$ cat src/rtl/apb_master_param.sv
// Parametrised APB master: turns a single-outstanding request/response
// handshake into APB SETUP/ACCESS transfers, with PSLVERR capture and an
// optional ACCESS-phase timeout that aborts a stalled transfer.
module apb_master_param #(
  parameter int unsigned ADDR_W  = 32,
  parameter int unsigned DATA_W  = 32,
  parameter int unsigned TIMEOUT = 16,
  parameter int unsigned STRB_W  = DATA_W / 8
) (
  input  logic              clk,
  input  logic              reset,
  // request channel
  input  logic              req_valid_i,
  output logic              req_ready_o,
  input  logic              req_write_i,
  input  logic [ADDR_W-1:0] req_addr_i,
  input  logic [DATA_W-1:0] req_wdata_i,
  input  logic [STRB_W-1:0] req_strb_i,
  // response channel
  output logic              rsp_valid_o,
  output logic [DATA_W-1:0] rsp_rdata_o,
  output logic              rsp_err_o,
  output logic              rsp_timeout_o,
  // APB
  output logic              psel_o,
  output logic              penable_o,
  output logic [ADDR_W-1:0] paddr_o,
  output logic              pwrite_o,
  output logic [DATA_W-1:0] pwdata_o,
  output logic [STRB_W-1:0] pstrb_o,
  input  logic              pready_i,
  input  logic [DATA_W-1:0] prdata_i,
  input  logic              pslverr_i
);

  // Counter only needs to reach TIMEOUT-1; keep at least one bit for TIMEOUT<=1.
  localparam int unsigned CNT_W = (TIMEOUT > 1) ? $clog2(TIMEOUT) : 1;

  localparam logic [1:0] S_IDLE   = 2'd0;
  localparam logic [1:0] S_SETUP  = 2'd1;
  localparam logic [1:0] S_ACCESS = 2'd2;

  logic [1:0]        r_state;
  logic [1:0]        w_state_nxt;
  logic [CNT_W-1:0]  r_tmo_cnt;

  logic [ADDR_W-1:0] r_paddr;
  logic              r_pwrite;
  logic [DATA_W-1:0] r_pwdata;
  logic [STRB_W-1:0] r_pstrb;

  logic              r_rsp_valid;
  logic [DATA_W-1:0] r_rsp_rdata;
  logic              r_rsp_err;
  logic              r_rsp_timeout;

  logic              w_accept;
  logic              w_done;
  logic              w_abort;
  logic              w_tmo_hit;

  assign w_accept  = (r_state == S_IDLE) && req_valid_i;
  assign w_done    = (r_state == S_ACCESS) && pready_i;
  assign w_tmo_hit = (TIMEOUT != 0) && (r_tmo_cnt == CNT_W'(TIMEOUT - 1));
  // Completion wins over an expiring timeout in the same cycle.
  assign w_abort   = (r_state == S_ACCESS) && !pready_i && w_tmo_hit;

  // Next-state decode.
  always_comb begin
    w_state_nxt = r_state;
    case (r_state)
      S_IDLE:   if (w_accept) w_state_nxt = S_SETUP;
      S_SETUP:  w_state_nxt = S_ACCESS;
      S_ACCESS: if (w_done || w_abort) w_state_nxt = S_IDLE;
      default:  w_state_nxt = S_IDLE;
    endcase
  end

  // State register; reset drops any in-flight transfer.
  always_ff @(posedge clk or posedge reset) begin
    if (reset) r_state <= S_IDLE;
    else       r_state <= w_state_nxt;
  end

  // Capture the request; reads drive zero data and zero strobes on the bus.
  always_ff @(posedge clk or posedge reset) begin
    if (reset) begin
      r_paddr  <= '0;
      r_pwrite <= 1'b0;
      r_pwdata <= '0;
      r_pstrb  <= '0;
    end else if (w_accept) begin
      r_paddr  <= req_addr_i;
      r_pwrite <= req_write_i;
      r_pwdata <= req_write_i ? req_wdata_i : '0;
      r_pstrb  <= req_write_i ? req_strb_i : '0;
    end
  end

  // Count ACCESS wait cycles; cleared as the transfer enters SETUP.
  always_ff @(posedge clk or posedge reset) begin
    if (reset) begin
      r_tmo_cnt <= '0;
    end else if (w_accept) begin
      r_tmo_cnt <= '0;
    end else if ((r_state == S_ACCESS) && !pready_i && !w_abort) begin
      r_tmo_cnt <= r_tmo_cnt + CNT_W'(1);
    end
  end

  // One-cycle response pulse; payload holds until the next response.
  always_ff @(posedge clk or posedge reset) begin
    if (reset) begin
      r_rsp_valid   <= 1'b0;
      r_rsp_rdata   <= '0;
      r_rsp_err     <= 1'b0;
      r_rsp_timeout <= 1'b0;
    end else begin
      r_rsp_valid <= w_done || w_abort;
      if (w_done) begin
        r_rsp_rdata   <= r_pwrite ? '0 : prdata_i;
        r_rsp_err     <= pslverr_i;
        r_rsp_timeout <= 1'b0;
      end else if (w_abort) begin
        r_rsp_rdata   <= '0;
        r_rsp_err     <= 1'b1;
        r_rsp_timeout <= 1'b1;
      end
    end
  end

  assign req_ready_o   = (r_state == S_IDLE);
  assign psel_o        = (r_state != S_IDLE);
  assign penable_o     = (r_state == S_ACCESS);
  assign paddr_o       = r_paddr;
  assign pwrite_o      = r_pwrite;
  assign pwdata_o      = r_pwdata;
  assign pstrb_o       = r_pstrb;
  assign rsp_valid_o   = r_rsp_valid;
  assign rsp_rdata_o   = r_rsp_rdata;
  assign rsp_err_o     = r_rsp_err;
  assign rsp_timeout_o = r_rsp_timeout;

endmodule

$ cat config.mk
export PLATFORM = sky130hd
export DESIGN_NAME = apb_master_param
export DESIGN_NICKNAME = d
export VERILOG_FILES = /design/src/rtl/apb_master_param.sv
export SDC_FILE = /design/constraint.sdc
export NUM_CORES = 1
export LEC_CHECK = 0
export CAP_MARGIN = 30
export CORE_MARGIN = 3
export CORE_UTILIZATION = 30
export CTS_CLUSTER_DIAMETER = 30
export DETAILED_ROUTE_END_ITERATION = 10
export PLACE_DENSITY = 0.64
export SYNTH_ARGS = -nofsm -noshare
export SYNTH_HDL_FRONTEND = slang
export SYNTH_SLANG_ARGS = --single-unit
$ cat constraint.sdc
create_clock -name clk -period 4.3 [get_ports clk]
set_clock_uncertainty 0.1 [all_clocks]
set_input_delay 0.645 -clock clk [delete_from_list [all_inputs] [get_ports clk]]
set_output_delay 0.645 -clock clk [all_outputs]
set_load 0.05 [all_outputs]
==> impl_metrics.json, run 1 <==
{
  "cp_max_fo": 7,
  "p_per_area_nw_per_um2": 853,
  "peakVddDrop_uv": 504,
  "start_util": 0.308,
  "cts_tree": "done",
  "clockBufferDepth": 2,
  "reg2reg_slack_ns": 2.36,
  "cts_resized": 0,
  "worst-slew-pin-transition_ns": 0.774,
  "hold_depth": 2,
  "place_inst": 714,
  "fin_crit_ns": 2.75,
  "syn-num-nets": 444,
  "postSynthAreaPerCell_um2": 12.7,
  "slew_headroom": 0.484,
  "cp.required_ns": 3.56,
  "min_from": "pwdata_o[20]",
  "wl_met3_um": 751,
  "num_rows": 43,
  "r2r_start": "r_state[1]",
  "antenna_found_initial": 0,
  "ctsHtreeMaxLevel": 3,
  "met1_length_mm": 5.11,
  "insertion_delay_ns": 0.34,
  "clkSlewWorstSetupHoldPaths_ns": 0.07,
  "die_h_um": 126,
  "maxCapViolCount": 0,
  "r2r_cells": 3,
  "ys_warn_count": 0,
  "core_region_area_um2": 13900,
  "hold_buffers": 0,
  "root_buffer": "clkbuf_16",
  "drtPass1Iterations": 4,
  "vias_per_cell": 4.54,
  "io_buffers": 212,
  "overflow": 0,
  "combPwrFrac": 0.574,
  "rsz0062_at_grt": "no",
  "drt_iter0_markers": 151,
  "fmax_ghz": 0.364,
  "setup_ws_ns": 1.55,
  "grt_pass1_wl_mm": 19.3,
  "switching_share": 0.472,
  "routabilityCongestion": 0.768,
  "drive_above_1_share": 0.107,
  "synthToLayoutAreaGrowth_pct": 59.8,
  "finalHoldViolations": 0,
  "cellLeakagePower_nw": 3.06,
  "whs_ns": 0.382,
  "p_clk_frac": 0.133,
  "dp_slack_ns": 1.62,
  "ant_nets": 0,
  "fillCellCount": 1258,
  "syn_inst": 337,
  "cts_buffers": 9,
  "wire_per_inst_um": 16.3,
  "sequentialPowerShare": 0.294,
  "grt_max_degree": 61,
  "arrival_ns": 2.01,
  "fin_cells": 730,
  "seq_area_frac_synth": 0.641,
  "post_cts_buffers": 0,
  "synth-seq-cells": 110,
  "drt_drc_violations_left": 0,
  "antenna_cells": 0,
  "r2r-end": "paddr_o[9]",
  "wl_met2_mm": 5.74,
  "outcome": "finished, final reports clean",
  "syn_area_um2": 4300,
  "cp-start-kind": "register",
  "die_area_um2": 15800,
  "ios": 213,
  "internal-power_mw": 3.09,
  "netSwitchingPower_mw": 2.76,
  "cts.sink_count": 110,
  "maxSlewViolCount": 0,
  "synthDistinctLibCells": 23,
  "vias": 3313,
  "top_layer": "met4",
  "grt_pass1_vias": 3503,
  "tns_ns": 0,
  "wl_mm": 11.9,
  "crit_type": "register to primary output",
  "post-route-period-util": 0.640,
  "gr-usage-all-layers": 0.154,
  "die_x_um": 126,
  "hold_path_class": "register to register",
  "fin_nets": 652,
  "hold_path_end": "pwdata_o[20]",
  "dpl.hpwl_mm": 8.70,
  "end_kind": "primary output",
  "setup_viol_count_final": 0
}
critical path, cell delays in order, from the launching register on:
cell,delay [ns]
dfrtp_1,0.40
nand2b_1,0.22
inv_1,0.20
clkdlybuf4s50_1,0.84
registers in the layout, summed over array words and instances, names as in the netlist:
signal,count
rsp_rdata_o,32
r_state,2
pstrb_o,4
rsp_err_o,1
rsp_timeout_o,1
r_tmo_cnt,4
paddr_o,32
pwdata_o,32
pwrite_o,1
rsp_valid_o,1
power by group through the flow:
stage	combinational (mW)	sequential (mW)	clock, mW
floorplan	0.758	3.19	0
global placement	3.34	1.72	0
detailed placement	3.39	1.73	0
CTS	3.39	1.73	0.813
global route	3.50	1.79	0.850
finish	3.36	1.72	0.777
placed cells by master, fill, tap and decap left out, types with 3 or more instances in the layout:
| master | n |
|---|---|
| nand2_1 | 76 |
| a21oi_1 | 4 |
| clkdlybuf4s50_1 | 212 |
| dfrtp_1 | 110 |
| mux2_4 | 33 |
| a22o_1 | 32 |
| clkbuf_16 | 9 |
| buf_4 | 6 |
| nand3_1 | 3 |
| inv_1 | 4 |
| o21ai_0 | 38 |
worst max-delay path by stage:
stage,from,endpoint,cells past startpoint
2_1_floorplan,reset,paddr_o[0],1
3_3_place_gp,pready_i,rsp_err_o,5
6_report,r_state[0],penable_o,3
5_1_grt,r_state[0],penable_o,3
3_5_place_dp,req_valid_i,paddr_o[9],4
4_1_cts,r_state[0],penable_o,3
kinds of logic after synthesis:
kind of cell / count (synthesis) / synth area share
multiplexers: 35 / 0.120
flip-flops: 110 / 0.641
buffers and inverters: 27 / 0.0352
AO/OA/AOI/OAI: 78 / 0.122
AND/OR/NAND/NOR: 86 / 0.0795
adder cells (fa/ha/maj): 1 / 0.00291
per-layer routing:
metal  GRT usage  up-vias
met5           0        -
met4      0.0651        0
met3      0.0500       20
met2       0.247      120
met1       0.191     1598
li1            -     1575
synthesized netlist by cell type:
cell | count | share of area
a41oi_1 | 1 | 0.0020
or3b_1 | 1 | 0.0020
inv_1 | 5 | 0.0044
buf_2 | 4 | 0.0047
dfrtp_1 | 110 | 0.64
a21oi_1 | 4 | 0.0047
o21ai_0 | 38 | 0.044
a31oi_1 | 1 | 0.0015
a31o_2 | 1 | 0.0020
clkbuf_1 | 12 | 0.010
buf_6 | 6 | 0.016
mux2_4 | 33 | 0.12
mux2i_1 | 2 | 0.0047
or3_1 | 1 | 0.0015
ha_1 | 1 | 0.0029
o22a_1 | 1 | 0.0020
nor3_1 | 1 | 0.0012
nor2_1 | 2 | 0.0017
nand2b_1 | 1 | 0.0015
nand3b_1 | 1 | 0.0017
nand2_1 | 76 | 0.066
a22o_1 | 32 | 0.065
nand3_1 | 3 | 0.0035
metrics by stage:
stage          power, mW  instance area, µm²  utilization
2_1_floorplan       3.95                4300            -
3_3_place_gp        5.05                6560        0.471
3_5_place_dp        5.12                6590        0.473
4_1_cts             5.93                6870        0.493
5_1_grt             6.14                6870        0.493
6_report            5.86                6870        0.493
final cells by class:
type | count | area [µm²] | share of cell area
inverter | 5 | 21.3 | 0.00310
tap | 180 | 225 | 0.0328
sequential | 110 | 2750 | 0.401
clock buffer | 10 | 229 | 0.0333
clock inverter | 6 | 46.3 | 0.00674
multi-input combinational | 200 | 1400 | 0.204
timing repair buffer | 219 | 2190 | 0.320
No activity file was read; power rests on OpenSTA's default activity.
==> inputs of run 2 (changes only) <==
--- a/config.mk
+++ b/config.mk
@@ -10,7 +10,7 @@
 export CORE_UTILIZATION = 30
 export CTS_CLUSTER_DIAMETER = 30
 export DETAILED_ROUTE_END_ITERATION = 10
-export PLACE_DENSITY = 0.64
+export PLACE_DENSITY = 0.66
 export SYNTH_ARGS = -nofsm -noshare
 export SYNTH_HDL_FRONTEND = slang
 export SYNTH_SLANG_ARGS = --single-unit
==> constraint.sdc (replaced) <==
create_clock -name clk -period 2.3 [get_ports clk]
set_clock_uncertainty 0.1 [all_clocks]
set_input_delay 0.345 -clock clk [delete_from_list [all_inputs] [get_ports clk]]
set_output_delay 0.345 -clock clk [all_outputs]
set_load 0.05 [all_outputs]
==> run 2 against run 1 <==
- sequential cell count unchanged
- worst hold slack worse by 0.0044 ns
- critical endpoint is now pwrite_o
- clock power is 130% higher
- sequential power increased by 87%
==> impl_metrics.json, run 2 (synthesis results as in run 1) <==
{
  "num_rows": 43,
  "switching_share": 0.454,
  "ctsHtreeMaxLevel": 3,
  "cts.sink_count": 110,
  "slew_headroom": 0.640,
  "drtPass1Iterations": 4,
  "combPwrFrac": 0.555,
  "r2r_cells": 5,
  "p_total_mw": 11.3,
  "peakVddDrop_uv": 1150,
  "multi_input_area_um2": 1400,
  "wl_mm": 11.7,
  "antenna_cells": 0,
  "die_h_um": 126,
  "p_clk_frac": 0.160,
  "finalHoldViolations": 0,
  "mostFrequentLayoutCell": "clkdlybuf4s50_1",
  "cpPeakStageDelay_ns": 0.85,
  "post_cts_buffers": 0,
  "die_x_um": 126,
  "cp.required_ns": 1.86,
  "dpl.hpwl_mm": 8.37,
  "drt_iter0_markers": 114,
  "fmax_ghz": 0.493,
  "drive_above_1_share": 0.106,
  "whs_ns": 0.377,
  "wire_per_inst_um": 16.0,
  "cp_max_fo": 3,
  "maxSlewViolCount": 0,
  "routabilityCongestion": 0.798,
  "slowest_stage": "clkdlybuf4s50_1",
  "fin_crit_ns": 2.03,
  "overflow": 0,
  "crit_cells": 1,
  "reg2reg_slack_ns": 0.45,
  "start_util": 0.308,
  "p_per_area_nw_per_um2": 1620,
  "internal-power_mw": 6.15,
  "antenna_found_initial": 0,
  "place_inst": 713,
  "insertion_delay_ns": 0.34,
  "setup_viol_count_final": 0,
  "final_cell_mix": "clkdlybuf4s50_1, dfrtp_1, nand2_1",
  "cp-endpoint": "pwrite_o",
  "io_buffers": 212,
  "netSwitchingPower_mw": 5.11,
  "r2r_start": "r_tmo_cnt[0]",
  "hold_path_class": "register to register",
  "root_buffer": "clkbuf_16",
  "hold_buffers": 0,
  "cts_buffers": 9,
  "grt_pass1_wl_mm": 18.9,
  "regArea_um2": 2750,
  "fillCellCount": 1240,
  "rsz0062_at_grt": "no",
  "clockBufferDepth": 2,
  "gr-usage-all-layers": 0.148,
  "critPathTopFamily": "buffers and inverters",
  "synthToLayoutAreaGrowth_pct": 61.5,
  "grt_pass1_vias": 3516,
  "cts_tree": "done",
  "crit_type": "register to primary output",
  "end_kind": "primary output",
  "cp-start-kind": "register",
  "drt_drc_violations_left": 0,
  "arrival_ns": 1.58,
  "clkSlewWorstSetupHoldPaths_ns": 0.07,
  "post-route-period-util": 0.882,
  "maxCapViolCount": 0,
  "tns_ns": 0,
  "ios": 213,
  "r2r-end": "rsp_rdata_o[9]",
  "cellLeakagePower_nw": 3.10,
  "worst-slew-pin-transition_ns": 0.539,
  "crit_chain": "clkdlybuf4s50_1",
  "path_buf_inv": 1,
  "outcome": "finished, final reports clean",
  "core_region_area_um2": 13900,
  "post-route-util": 0.498,
  "sequentialPowerShare": 0.285,
  "vias_per_cell": 4.50,
  "fin_cells": 729,
  "die_area_um2": 15800,
  "startpoint": "pwrite_o",
  "fin_nets": 651,
  "vias": 3284,
  "ant_nets": 0,
  "grt_max_degree": 109
}
==> run 2: area by class of cell <==
cell class,instances,share of cell area
clock buffer,13,0.0375
timing repair buffer,218,0.316
inverter,5,0.00325
clock inverter,3,0.0130
tap,180,0.0325
multi-input combinational,200,0.201
sequential,110,0.397
==> run 2: what timing repair did <==
item / 4_1_cts / 5_1_grt
pin swaps: 0 / 0
gates resized for setup: 1 / 1
endpoints found under the setup margin: 1 / 1
==> run 2: per-layer routing <==
layer  part of all wire  global-route usage  routed length, µm  up-vias
li1                   -                   -                  -     1570
met5                  0                   0                  0        -
met2               0.50               0.242               5790      111
met4              0.011              0.0459                131        0
met3              0.058              0.0399                672        9
met1               0.43               0.194               5070     1594
==> run 2: worst min path at each step <==
| stage | slack, ns | end | startpoint | cells past startpoint |
|---|---|---|---|---|
| after floorplan | 0.33 | rsp_timeout_o | pready_i | 1 |
| final | 0.38 | pstrb_o[3] | pstrb_o[3] | 2 |
| after global routing | 0.41 | pwdata_o[11] | pwdata_o[11] | 2 |
| after global placement | 0.36 | pstrb_o[3] | pstrb_o[3] | 2 |
| after detailed placement | 0.37 | pwdata_o[4] | pwdata_o[4] | 2 |
| after CTS | 0.38 | pstrb_o[3] | pstrb_o[3] | 2 |
==> run 2: worst register-to-register path, cell delays in order, from the launching register on <==
cell and delay [ns]:
dfrtp_1 0.41, ha_1 0.25, a31o_2 0.28, nand2_1 0.19, buf_4 0.35, a22o_1 0.21
==> run 2: power groups by stage <==
stage	clock (mW)	sequential (mW)	combinational, mW
final	1.80	3.22	6.25
after global routing	1.94	3.34	6.51
after CTS	1.86	3.23	6.32
after detailed placement	0	3.25	6.31
after global placement	0	3.23	6.23
after floorplan	0	5.96	1.42
==> run 2: through the flow <==
stage / setup WS (ns) / cell area [µm²]
floorplan: 0.266 / 4300
global placement: 0.265 / 6590
detailed placement: 0.237 / 6590
CTS: 0.0498 / 6940
global route: 0.192 / 6940
finish: 0.271 / 6940
